--- src/rtl/bcd_pkg.sv ---
// Shared constants and state encoding for the binary-to-BCD conversion sequencer.
package bcd_pkg;

  localparam int unsigned BCD_DIGIT_W = 4;
  localparam int unsigned DIGITS      = 4;
  localparam int unsigned MAX_VAL     = 9999;
  localparam int unsigned ADD3_THRESH = 5;

  typedef enum logic [1:0] {
    ST_IDLE  = 2'd0,
    ST_SHIFT = 2'd1,
    ST_DONE  = 2'd2
  } state_t;

endpackage : bcd_pkg

--- src/rtl/bcd_convert_sequencer_if.sv ---
// Request/response bundle between the two requesters, the converter and the display driver.
interface bcd_convert_sequencer_if #(
  parameter int unsigned BIN_W = 14
);

  logic                            req0;
  logic [BIN_W-1:0]                bin0;
  logic                            req1;
  logic [BIN_W-1:0]                bin1;
  logic                            ack0;
  logic                            ack1;
  logic                            busy;
  logic                            done;
  logic                            done_id;
  logic                            overflow;
  logic [bcd_pkg::BCD_DIGIT_W-1:0] thousands;
  logic [bcd_pkg::BCD_DIGIT_W-1:0] hundreds;
  logic [bcd_pkg::BCD_DIGIT_W-1:0] tens;
  logic [bcd_pkg::BCD_DIGIT_W-1:0] ones;

  // Requester / display side
  modport master (
    output req0, bin0, req1, bin1,
    input  ack0, ack1, busy, done, done_id, overflow,
    input  thousands, hundreds, tens, ones
  );

  // Converter side
  modport slave (
    input  req0, bin0, req1, bin1,
    output ack0, ack1, busy, done, done_id, overflow,
    output thousands, hundreds, tens, ones
  );

endinterface : bcd_convert_sequencer_if

--- src/rtl/bcd_dabble_step.sv ---
// One double-dabble iteration: add 3 to every BCD nibble >= 5, then shift the
// whole {BCD, binary} register left by one bit.
module bcd_dabble_step
  import bcd_pkg::*;
#(
  parameter int unsigned BIN_W = 14,
  parameter int unsigned N_DIG = 4
) (
  input  logic [N_DIG*BCD_DIGIT_W+BIN_W-1:0] i_sr,
  output logic [N_DIG*BCD_DIGIT_W+BIN_W-1:0] o_sr
);

  logic [N_DIG*BCD_DIGIT_W+BIN_W-1:0] w_adj;

  // Per-nibble add-3 correction on the BCD field only
  always_comb begin
    w_adj = i_sr;
    for (int unsigned d = 0; d < N_DIG; d++) begin
      if (i_sr[BIN_W + d*BCD_DIGIT_W +: BCD_DIGIT_W] >= BCD_DIGIT_W'(ADD3_THRESH)) begin
        w_adj[BIN_W + d*BCD_DIGIT_W +: BCD_DIGIT_W] =
          i_sr[BIN_W + d*BCD_DIGIT_W +: BCD_DIGIT_W] + BCD_DIGIT_W'(3);
      end
    end
  end

  assign o_sr = w_adj << 1;

endmodule : bcd_dabble_step

--- src/rtl/bcd_convert_sequencer.sv ---
// Shared multi-cycle binary-to-BCD converter with round-robin arbitration
// between two requesters; one double-dabble bit per clock.
module bcd_convert_sequencer #(
  parameter int unsigned BIN_W   = 14,
  parameter int unsigned DIGITS  = bcd_pkg::DIGITS,
  parameter int unsigned MAX_VAL = bcd_pkg::MAX_VAL
) (
  input  logic                    clk,
  input  logic                    rst,
  bcd_convert_sequencer_if.slave  bus
);

  import bcd_pkg::BCD_DIGIT_W;
  import bcd_pkg::state_t;
  import bcd_pkg::ST_IDLE;
  import bcd_pkg::ST_SHIFT;
  import bcd_pkg::ST_DONE;

  localparam int unsigned    BCD_W   = DIGITS * BCD_DIGIT_W;
  localparam int unsigned    SR_W    = BCD_W + BIN_W;
  localparam int unsigned    CNT_W   = $clog2(BIN_W + 1);
  localparam logic [BIN_W-1:0] MAX_BIN = BIN_W'(MAX_VAL);

  state_t             r_state, w_state_nxt;
  logic [SR_W-1:0]    r_sr, w_sr_nxt, w_sr_step;
  logic [CNT_W-1:0]   r_cnt, w_cnt_nxt;
  logic               r_id, w_id_nxt;
  logic               r_last_id, w_last_id_nxt;
  logic               r_ovf_pending, w_ovf_pending_nxt;
  logic               r_ack0, w_ack0_nxt;
  logic               r_ack1, w_ack1_nxt;
  logic               r_busy, w_busy_nxt;
  logic               r_done, w_done_nxt;
  logic               r_done_id, w_done_id_nxt;
  logic               r_overflow, w_overflow_nxt;
  logic [BCD_W-1:0]   r_bcd, w_bcd_nxt;

  logic               w_req_any;
  logic               w_pick1;
  logic [BIN_W-1:0]   w_bin_sel;

  bcd_dabble_step #(
    .BIN_W (BIN_W),
    .N_DIG (DIGITS)
  ) u_step (
    .i_sr (r_sr),
    .o_sr (w_sr_step)
  );

  // Round-robin winner: a lone request wins; on a tie the port not served last wins
  always_comb begin
    w_req_any = bus.req0 | bus.req1;
    w_pick1   = bus.req1 & (~bus.req0 | ~r_last_id);
    w_bin_sel = w_pick1 ? bus.bin1 : bus.bin0;
  end

  // Next-state and registered-output logic
  always_comb begin
    w_state_nxt       = r_state;
    w_sr_nxt          = r_sr;
    w_cnt_nxt         = r_cnt;
    w_id_nxt          = r_id;
    w_last_id_nxt     = r_last_id;
    w_ovf_pending_nxt = r_ovf_pending;
    w_ack0_nxt        = 1'b0;
    w_ack1_nxt        = 1'b0;
    w_busy_nxt        = r_busy;
    w_done_nxt        = 1'b0;
    w_done_id_nxt     = r_done_id;
    w_overflow_nxt    = r_overflow;
    w_bcd_nxt         = r_bcd;

    unique case (r_state)
      ST_IDLE: begin
        if (w_req_any) begin
          w_sr_nxt          = {{BCD_W{1'b0}}, w_bin_sel};
          w_cnt_nxt         = CNT_W'(BIN_W);
          w_id_nxt          = w_pick1;
          w_ovf_pending_nxt = (w_bin_sel > MAX_BIN);
          w_ack0_nxt        = ~w_pick1;
          w_ack1_nxt        = w_pick1;
          w_busy_nxt        = 1'b1;
          w_state_nxt       = ST_SHIFT;
        end else begin
          w_busy_nxt = 1'b0;
        end
      end

      ST_SHIFT: begin
        w_sr_nxt  = w_sr_step;
        w_cnt_nxt = r_cnt - CNT_W'(1);
        if (r_cnt == CNT_W'(1)) begin
          w_state_nxt = ST_DONE;
        end
      end

      ST_DONE: begin
        if (r_ovf_pending) begin
          for (int unsigned d = 0; d < DIGITS; d++) begin
            w_bcd_nxt[d*BCD_DIGIT_W +: BCD_DIGIT_W] = BCD_DIGIT_W'(9);
          end
        end else begin
          w_bcd_nxt = r_sr[SR_W-1 -: BCD_W];
        end
        w_overflow_nxt = r_ovf_pending;
        w_done_nxt     = 1'b1;
        w_done_id_nxt  = r_id;
        w_last_id_nxt  = r_id;
        w_state_nxt    = ST_IDLE;
      end

      default: begin
        w_state_nxt = ST_IDLE;
      end
    endcase
  end

  // State and datapath registers; async reset leaves port 0 winning the first tie
  always_ff @(posedge clk or posedge rst) begin
    if (rst) begin
      r_state       <= ST_IDLE;
      r_sr          <= '0;
      r_cnt         <= '0;
      r_id          <= 1'b0;
      r_last_id     <= 1'b1;
      r_ovf_pending <= 1'b0;
      r_ack0        <= 1'b0;
      r_ack1        <= 1'b0;
      r_busy        <= 1'b0;
      r_done        <= 1'b0;
      r_done_id     <= 1'b0;
      r_overflow    <= 1'b0;
      r_bcd         <= '0;
    end else begin
      r_state       <= w_state_nxt;
      r_sr          <= w_sr_nxt;
      r_cnt         <= w_cnt_nxt;
      r_id          <= w_id_nxt;
      r_last_id     <= w_last_id_nxt;
      r_ovf_pending <= w_ovf_pending_nxt;
      r_ack0        <= w_ack0_nxt;
      r_ack1        <= w_ack1_nxt;
      r_busy        <= w_busy_nxt;
      r_done        <= w_done_nxt;
      r_done_id     <= w_done_id_nxt;
      r_overflow    <= w_overflow_nxt;
      r_bcd         <= w_bcd_nxt;
    end
  end

  assign bus.ack0      = r_ack0;
  assign bus.ack1      = r_ack1;
  assign bus.busy      = r_busy;
  assign bus.done      = r_done;
  assign bus.done_id   = r_done_id;
  assign bus.overflow  = r_overflow;
  assign bus.thousands = r_bcd[3*BCD_DIGIT_W +: BCD_DIGIT_W];
  assign bus.hundreds  = r_bcd[2*BCD_DIGIT_W +: BCD_DIGIT_W];
  assign bus.tens      = r_bcd[1*BCD_DIGIT_W +: BCD_DIGIT_W];
  assign bus.ones      = r_bcd[0*BCD_DIGIT_W +: BCD_DIGIT_W];

endmodule : bcd_convert_sequencer

--- src/flat_wrapper.sv ---
// flat-port wrapper written by rule: the top's interface ports become plain ports
module bcd_convert_sequencer_flat import bcd_pkg::BCD_DIGIT_W; import bcd_pkg::state_t; import bcd_pkg::ST_IDLE; import bcd_pkg::ST_SHIFT; import bcd_pkg::ST_DONE;
#(
  parameter int unsigned BIN_W   = 14,
  parameter int unsigned DIGITS  = bcd_pkg::DIGITS,
  parameter int unsigned MAX_VAL = bcd_pkg::MAX_VAL
)
  (clk, rst, bus_req0, bus_bin0, bus_req1, bus_bin1, bus_ack0, bus_ack1, bus_busy, bus_done, bus_done_id, bus_overflow, bus_thousands, bus_hundreds, bus_tens, bus_ones);
  bcd_convert_sequencer_if #(.BIN_W(BIN_W)) bus_i ();
  input  logic clk;
  input  logic rst;
  input wire logic [$bits(bus_i.req0)-1:0] bus_req0;
  input wire logic [$bits(bus_i.bin0)-1:0] bus_bin0;
  input wire logic [$bits(bus_i.req1)-1:0] bus_req1;
  input wire logic [$bits(bus_i.bin1)-1:0] bus_bin1;
  output wire logic [$bits(bus_i.ack0)-1:0] bus_ack0;
  output wire logic [$bits(bus_i.ack1)-1:0] bus_ack1;
  output wire logic [$bits(bus_i.busy)-1:0] bus_busy;
  output wire logic [$bits(bus_i.done)-1:0] bus_done;
  output wire logic [$bits(bus_i.done_id)-1:0] bus_done_id;
  output wire logic [$bits(bus_i.overflow)-1:0] bus_overflow;
  output wire logic [$bits(bus_i.thousands)-1:0] bus_thousands;
  output wire logic [$bits(bus_i.hundreds)-1:0] bus_hundreds;
  output wire logic [$bits(bus_i.tens)-1:0] bus_tens;
  output wire logic [$bits(bus_i.ones)-1:0] bus_ones;
  assign bus_i.req0 = bus_req0;
  assign bus_i.bin0 = bus_bin0;
  assign bus_i.req1 = bus_req1;
  assign bus_i.bin1 = bus_bin1;
  assign bus_ack0 = bus_i.ack0;
  assign bus_ack1 = bus_i.ack1;
  assign bus_busy = bus_i.busy;
  assign bus_done = bus_i.done;
  assign bus_done_id = bus_i.done_id;
  assign bus_overflow = bus_i.overflow;
  assign bus_thousands = bus_i.thousands;
  assign bus_hundreds = bus_i.hundreds;
  assign bus_tens = bus_i.tens;
  assign bus_ones = bus_i.ones;
  bcd_convert_sequencer #(.BIN_W(BIN_W), .DIGITS(DIGITS), .MAX_VAL(MAX_VAL)) u_core (.clk(clk), .rst(rst), .bus(bus_i));
endmodule
--- config.mk ---
export PLATFORM = sky130hd
export DESIGN_NAME = bcd_convert_sequencer_flat
export DESIGN_NICKNAME = d
export VERILOG_FILES = /design/src/rtl/bcd_pkg.sv /design/src/rtl/bcd_convert_sequencer_if.sv /design/src/rtl/bcd_dabble_step.sv /design/src/rtl/bcd_convert_sequencer.sv /design/src/flat_wrapper.sv
export SDC_FILE = /design/constraint.sdc
export NUM_CORES = 1
export LEC_CHECK = 0
export CAP_MARGIN = 30
export CORE_ASPECT_RATIO = 1.75
export CORE_MARGIN = 4
export CORE_UTILIZATION = 40
export CTS_CLUSTER_SIZE = 20
export DETAILED_ROUTE_END_ITERATION = 10
export SETUP_SLACK_MARGIN = 0.05
export SKIP_CTS_REPAIR_TIMING = 1
export SYNTH_ARGS = -nofsm -noshare
export SYNTH_HDL_FRONTEND = slang
export SYNTH_HIERARCHICAL = 1
export SYNTH_SLANG_ARGS = --single-unit
--- constraint.sdc ---
create_clock -name clk -period 4.8 [get_ports clk]
set_input_delay 0.48 -clock clk [delete_from_list [all_inputs] [get_ports clk]]
set_output_delay 0.48 -clock clk [all_outputs]
set_load 0.05 [all_outputs]
==> flow_summary_export.csv, run 1 <==
group,metric,value,unit
run_status,outcome,"finished, final reports clean",
drt,vias,2451,
timing,slew_headroom,0.396,
logic_synthesis,synth_top_area_cell,"dfrtp_1",
drt,drt_pass1_iterations,4,
pwr,peakVddDrop,301,uV
drt,drc_errors,0,
logic_synthesis,synthArstFlopShare,1.00,
worst_setup_path,path_class,"flip-flop to flip-flop",
timing,fin_crit_sh,0.415,
grt,grt_max_degree,62,
cts,cts-root-buf,"clkbuf_16",
grt,use_met1,0.152,
floorplanning,start_util,0.411,
worst_setup_path,crit_arrival,2220,ps
pwr,leakagePower,1.90,nW
flow_run,drv_cap,0,
worst_setup_path,crit_fanout,20,
floorplanning,die_x,76.1,um
timing,tightestPinTransition,900,ps
timing,fin_skew,5.69,ps
logic_synthesis,synth_flop_cell,"dfrtp_1",
grt,grt_use_met3,0.0381,
placed_design,hpwlAfterDp,4.40,mm
logic_synthesis,synth.avg_cell_area,9.16,um2
cts,clockBufferDepth,2,
drt,ant_nets,0,
logic_synthesis,synth_area_leaders,"dfrtp_1 (46%), nand2_1 (9.9%), mux2i_1 (7.4%), o21ai_0 (6.2%), ha_1 (3.8%)",
drt,via_per_inst,5.05,
logic_synthesis,synth-seq-cells,61,
placed_design,gp_congestion,0.765,
worst_hold_path,holdCritPathClass,"flip-flop to flip-flop",
drt,drtIter0Drc,172,
cts,cts.sink_count,61,
drt,avgRoutedWirePerCell,13.1,um
worst_setup_path,cp_slowest_cell,"nand2b_1",
placed_design,io_buffers,53,
worst_setup_path,end_kind,"flip-flop",
grt,grt_pass1_vias,2366,
timing,timing.fmax,0.502,GHz
timing,finalSetupViolCount,0,
logic_synthesis,synth_edf_count,0,
cts,htree_levels,3,
drt,wirelength,6.34,mm
finish,drive_gt1_frac,0.0835,
grt,antenna_found_initial,0,
floorplanning,ios,54,
timing,fin_crit,1990,ps
grt,grt_pass1_wl,10.9,mm
grt,met2_usage,0.244,
floorplanning,die_y,127,um
worst_setup_path,cp_slowest_stage_delay,620,ps
timing,rsz0062_at_grt,"false",
worst_setup_path,path_delay_family,"compound AO/OA/AOI/OAI gates",
logic_synthesis,synth_top_area_frac,0.462,
grt,track_usage,0.140,
cts,cts_buffers,9,
logic_synthesis,syn_inst,355,
timing,setup_tns,0,ps
logic_synthesis,synth_area,3250,um2
logic_synthesis,seq_area_frac_synth,0.470,
timing,report.final.slew_viol_count,0,
floorplanning,dieArea,9690,um2
timing,holdWs,470,ps
cts,clock_latency,330,ps
finish,areaGrowthSynthToFinish,22.9,%
timing,report.final.hold_viol_count,0,
grt,grt-busiest-layer,"met2",
logic_synthesis,synth_warnings,6,
worst_setup_path,startpoint_type,"flip-flop",
floorplanning,core_area,7910,um2
cts,cts_tree,"yes",
logic_synthesis,synthTopCellsByCount,"nand2_1 (86), dfrtp_1 (60), o21ai_0 (40)",
finish,nets,432,
pwr,power_density,692,nW/um2
floorplanning,placement_rows,43,
worst_setup_path,path_cells,"nand2b_1 > o21ai_1 > o221ai_1",
logic_synthesis,syn-num-nets,397,
logic_synthesis,ys_types,36,
cts,cts.clk_slew.worst_paths,50,ps
grt,grt_overflow_total,0,
worst_setup_path,cp.buffers_inverters,0,
finish,diodes,0,
logic_synthesis,synthMostInstantiatedCell,"nand2_1",
worst_setup_path,required,5030,ps
path summary, 6_finish.rpt:
path	from	to	slack [ps]	depth (start not counted)
min in group asynchronous	rst	u_core/r_bcd[2]$_DFFE_PP0P_	690	3
min reg2reg	u_core/r_bcd[7]$_DFFE_PP0P_	u_core/r_bcd[7]$_DFFE_PP0P_	470	2
max in group asynchronous	rst	u_core/r_sr[1]$_DFFE_PP0P_	3590	3
min	u_core/r_bcd[7]$_DFFE_PP0P_	u_core/r_bcd[7]$_DFFE_PP0P_	470	2
max reg2reg	u_core/r_state[1]$_DFFE_PP0P_	u_core/r_sr[13]$_DFFE_PP0P_	2810	3
max	u_core/r_state[1]$_DFFE_PP0P_	u_core/r_sr[13]$_DFFE_PP0P_	2810	3
state kept, by name, indices dropped and copies added, names as in the netlist:
register and cells:
u_core/r_sr 30, u_core/r_bcd 16, u_core/r_cnt 4, u_core/r_state 2, u_core/bus.ack0 1, u_core/bus.ack1 1, u_core/bus.busy 1, u_core/bus.done 1
u_core/bus.done_id 1, u_core/bus.overflow 1, u_core/r_id 1, u_core/r_last_id 1, u_core/r_ovf_pending 1
worst register-to-register path: stages, from the launching register on:
cell and delay [ps]:
dfrtp_1 400, nand2b_1 620, o21ai_1 530, o221ai_1 350
metal layers:
metal | up-vias | share of wire
met5 | - | 0
met4 | 0 | 0.024
met3 | 13 | 0.058
met2 | 78 | 0.52
met1 | 1133 | 0.40
li1 | 1227 | -
stage by stage:
step           instances  instance area [um2]  utilization  total power (W)  worst slack (ps)
2_1_floorplan        355                 3250            -          0.00195              2810
3_3_place_gp         469                 3720        0.470          0.00216              2690
3_5_place_dp         469                 3720        0.470          0.00220              2640
4_1_cts              485                 4000        0.505          0.00280              2810
5_1_grt              485                 4000        0.505          0.00301              2610
6_report             485                 4000        0.505          0.00276              2810
layout make-up:
| cell class | count | area [um2] |
|---|---|---|
| flip-flops and latches | 61 | 1530 |
| fillers | 751 | 3910 |
| repair buffers | 57 | 561 |
| inverters | 23 | 86.3 |
| well taps | 90 | 113 |
| clock inverters | 4 | 22.5 |
| clock buffers | 12 | 256 |
| multi-input cells | 238 | 1430 |
logic make-up (layout without fill, tap and decap cells):
| group | count (synthesis) | count (layout) | synth area share |
|---|---|---|---|
| and+or+nand+nor | 132 | 132 | 0.179 |
| AOI/OAI and AO/OA | 67 | 67 | 0.135 |
| DFF | 61 | 61 | 0.470 |
| buffers and inverters | 56 | 96 | 0.0920 |
| muxes | 24 | 24 | 0.0739 |
| adders and majority gates | 10 | 10 | 0.0385 |
| xor gates and xnor gates | 4 | 4 | 0.0108 |
| other | 1 | 1 | 0.00115 |
report_power, final:
group	internal, W	switching, W	total [W]	leakage [nW]
Clock	0.000374	0.000218	0.000592	0.138
Sequential	0.000746	0.000194	0.000940	0.737
Combinational	0.000494	0.000738	0.00123	1.02
placed cells by master (no fill, tap or decap), drive strengths merged, types with 2 or more instances in the layout:
master	Yosys	layout
a21oi	6	6
and3	3	3
buf	28	4
clkbuf	5	12
clkdlybuf4s50	0	53
clkinv	0	3
dfrtp	60	60
ha	10	10
inv	23	23
mux2i	24	24
nand2	86	86
nand2b	17	17
nor2	16	16
nor3b	2	2
o21ai	44	44
o221ai	11	11
or2	2	2
xnor2	4	4
Note: power is estimated with default switching activity, not from simulation.
==> run 2, diff against run 1 <==
--- a/config.mk
+++ b/config.mk
@@ -11,6 +11,7 @@
 export CORE_UTILIZATION = 40
 export CTS_CLUSTER_SIZE = 20
 export DETAILED_ROUTE_END_ITERATION = 10
+export PLACE_DENSITY = 0.65
 export SETUP_SLACK_MARGIN = 0.05
 export SKIP_CTS_REPAIR_TIMING = 1
 export SYNTH_ARGS = -nofsm -noshare
==> constraint.sdc (replaced) <==
create_clock -name clk -period 1.7 [get_ports clk]
set_input_delay 0.17 -clock clk [delete_from_list [all_inputs] [get_ports clk]]
set_output_delay 0.17 -clock clk [all_outputs]
set_load 0.05 [all_outputs]
==> run 2 against run 1 <==
Sequential share of layout area down 1.2 points; largest power group unchanged; routed wire length up 1.9%; power rose to 2.9 times the previous value; worst setup slack worse by 2700 ps.
==> flow_summary_export.csv, run 2 (synthesis results as in run 1) <==
group,metric,value,unit
pwr,leakagePower,2.10,nW
cts,clockBufferDepth,2,
grt,antenna_found_initial,0,
timing,rsz0062_at_grt,"false",
pwr,power_density,1930,nW/um2
worst_setup_path,cp.buffers_inverters,1,
drt,via_per_inst,5.01,
timing,fin_skew,5.05,ps
finish,nets,441,
drt,ant_nets,0,
finish,top_regs,"u_core/r_sr x30, u_core/r_bcd x16, u_core/r_cnt x4",
placed_design,gp_congestion,0.750,
cts,clock_latency,320,ps
finish,diodes,0,
timing,tightestPinTransition,541,ps
grt,grt_pass1_vias,2449,
worst_setup_path,path_cells,"clkdlybuf4s50_1",
timing,slew_headroom,0.639,
flow_run,drv_cap,0,
floorplanning,dieArea,9690,um2
drt,drt_pass1_iterations,4,
finish,drive_gt1_frac,0.129,
floorplanning,die_x,76.1,um
worst_setup_path,crit_arrival,1440,ps
drt,drtIter0Drc,135,
pwr,pwr-share-comb,0.462,
finish,largest_reg_flops,30,
pwr,p_int,0.00468,W
worst_setup_path,cp_slowest_cell,"clkdlybuf4s50_1",
drt,wirelength,6.47,mm
floorplanning,die_y,127,um
pwr,p_clk_frac,0.209,
worst_setup_path,reg2reg_from,"u_core/r_sr[15]$_DFFE_PP0P_",
worst_setup_path,path_delay_family,"buffers and inverters",
timing,final.setup.worst_slack,94.1,ps
grt,track_usage,0.141,
placed_design,placed_cells,477,
placed_design,io_buffers,53,
floorplanning,start_util,0.411,
cts,cts-root-buf,"clkbuf_16",
drt,vias,2476,
finish,final_common_cell,"nand2_1",
pwr,peakVddDrop,855,uV
worst_setup_path,rrSetupSlack,220,ps
worst_setup_path,cp_slowest_stage_delay,790,ps
pwr,power,0.00796,W
finish,largest-register,"u_core/r_sr",
grt,grt_max_degree,35,
worst_setup_path,rr_worst_depth,7,
worst_hold_path,holdCritPathClass,"input pin to async pin",
timing,holdWs,195,ps
timing,report.final.slew_viol_count,0,
finish,layout_common_cells,"nand2_1 (86), dfrtp_1 (60), o21ai_0 (40)",
finish,areaGrowthSynthToFinish,26.8,%
drt,drc_errors,0,
floorplanning,ios,54,
drt,avgRoutedWirePerCell,13.1,um
timing,report.final.hold_viol_count,0,
placed_design,place_ws,-110,ps
pwr,seq_power_share,0.330,
grt,grt_overflow_total,0,
cts,cts.sink_count,61,
worst_setup_path,path_class,"flip-flop to output port",
floorplanning,placement_rows,43,
worst_setup_path,required,1530,ps
pwr,power.switching,0.00328,W
finish,finalNonFillerCells,494,
timing,timing.fmax,0.623,GHz
timing,fin_crit_sh,0.945,
grt,grt_pass1_wl,11.0,mm
worst_setup_path,crit_fanout,1,
floorplanning,core_area,7910,um2
cts,cts_tree,"yes",
placed_design,hpwlAfterDp,4.70,mm
timing,fin_crit,1610,ps
cts,cts.clk_slew.worst_paths,50,ps
worst_setup_path,startpoint_type,"flip-flop",
worst_setup_path,end_kind,"output port",
cts,htree_levels,3,
pwr,p_sw_frac,0.412,
cts,cts_buffers,9,
timing,finalSetupViolCount,0,
worst_setup_path,r2r-end,"u_core/r_sr[16]$_DFFE_PP0P_",
run_status,outcome,"finished, final reports clean",
-- run 2: area by class of cell --
cell class                      instances  area, um2
Clock inverter                          2       10.0
Timing Repair Buffer                   66        681
Sequential cell                        61       1530
Inverter                               23       90.1
Clock buffer                           14        264
Multi-Input combinational cell        238       1440
Fill cell                             730       3790
Tap cell                               90        113
-- run 2: worst max path at each step --
stage | from | slack, ps | endpoint | depth (start not counted)
CTS | u_core/r_state[1]$_DFFE_PP0P_ | -40 | u_core/r_sr[19]$_DFFE_PP0P_ | 3
finish | u_core/bus.done$_DFF_PP0_ | 90 | bus_done | 1
global route | u_core/bus.done$_DFF_PP0_ | 60 | bus_done | 1
detailed placement | bus_req0 | -110 | u_core/r_sr[14]$_DFFE_PP0P_ | 4
global placement | bus_req0 | -60 | u_core/r_sr[19]$_DFFE_PP0P_ | 4
floorplan | u_core/r_state[1]$_DFFE_PP0P_ | 380 | u_core/r_ovf_pending$_DFFE_PP0P_ | 3
-- run 2: per-layer routing --
metal  track usage  vias up  wire [um]
met4        0.0752        0        162
met5             0        -          0
met1         0.142     1168       2620
met2         0.259       46       3480
li1              -     1251          -
met3        0.0395       11        202
-- run 2: metrics by stage --
stage                     TNS [ps]   util  cell area, um2
after CTS                     -156  0.516            4080
after global placement       -1290  0.481            3810
after floorplan                  0      -            3250
after global routing             0  0.521            4120
after detailed placement     -2080  0.481            3810
final                            0  0.521            4120
-- run 2: power by group through the flow --
stage          combinational [W]  clock [W]  sequential, W
6_report                 0.00368    0.00166        0.00263
5_1_grt                  0.00414    0.00176        0.00272
4_1_cts                  0.00371    0.00169        0.00264
3_5_place_dp             0.00368          0        0.00266
3_3_place_gp             0.00357          0        0.00263
2_1_floorplan            0.00238          0        0.00312
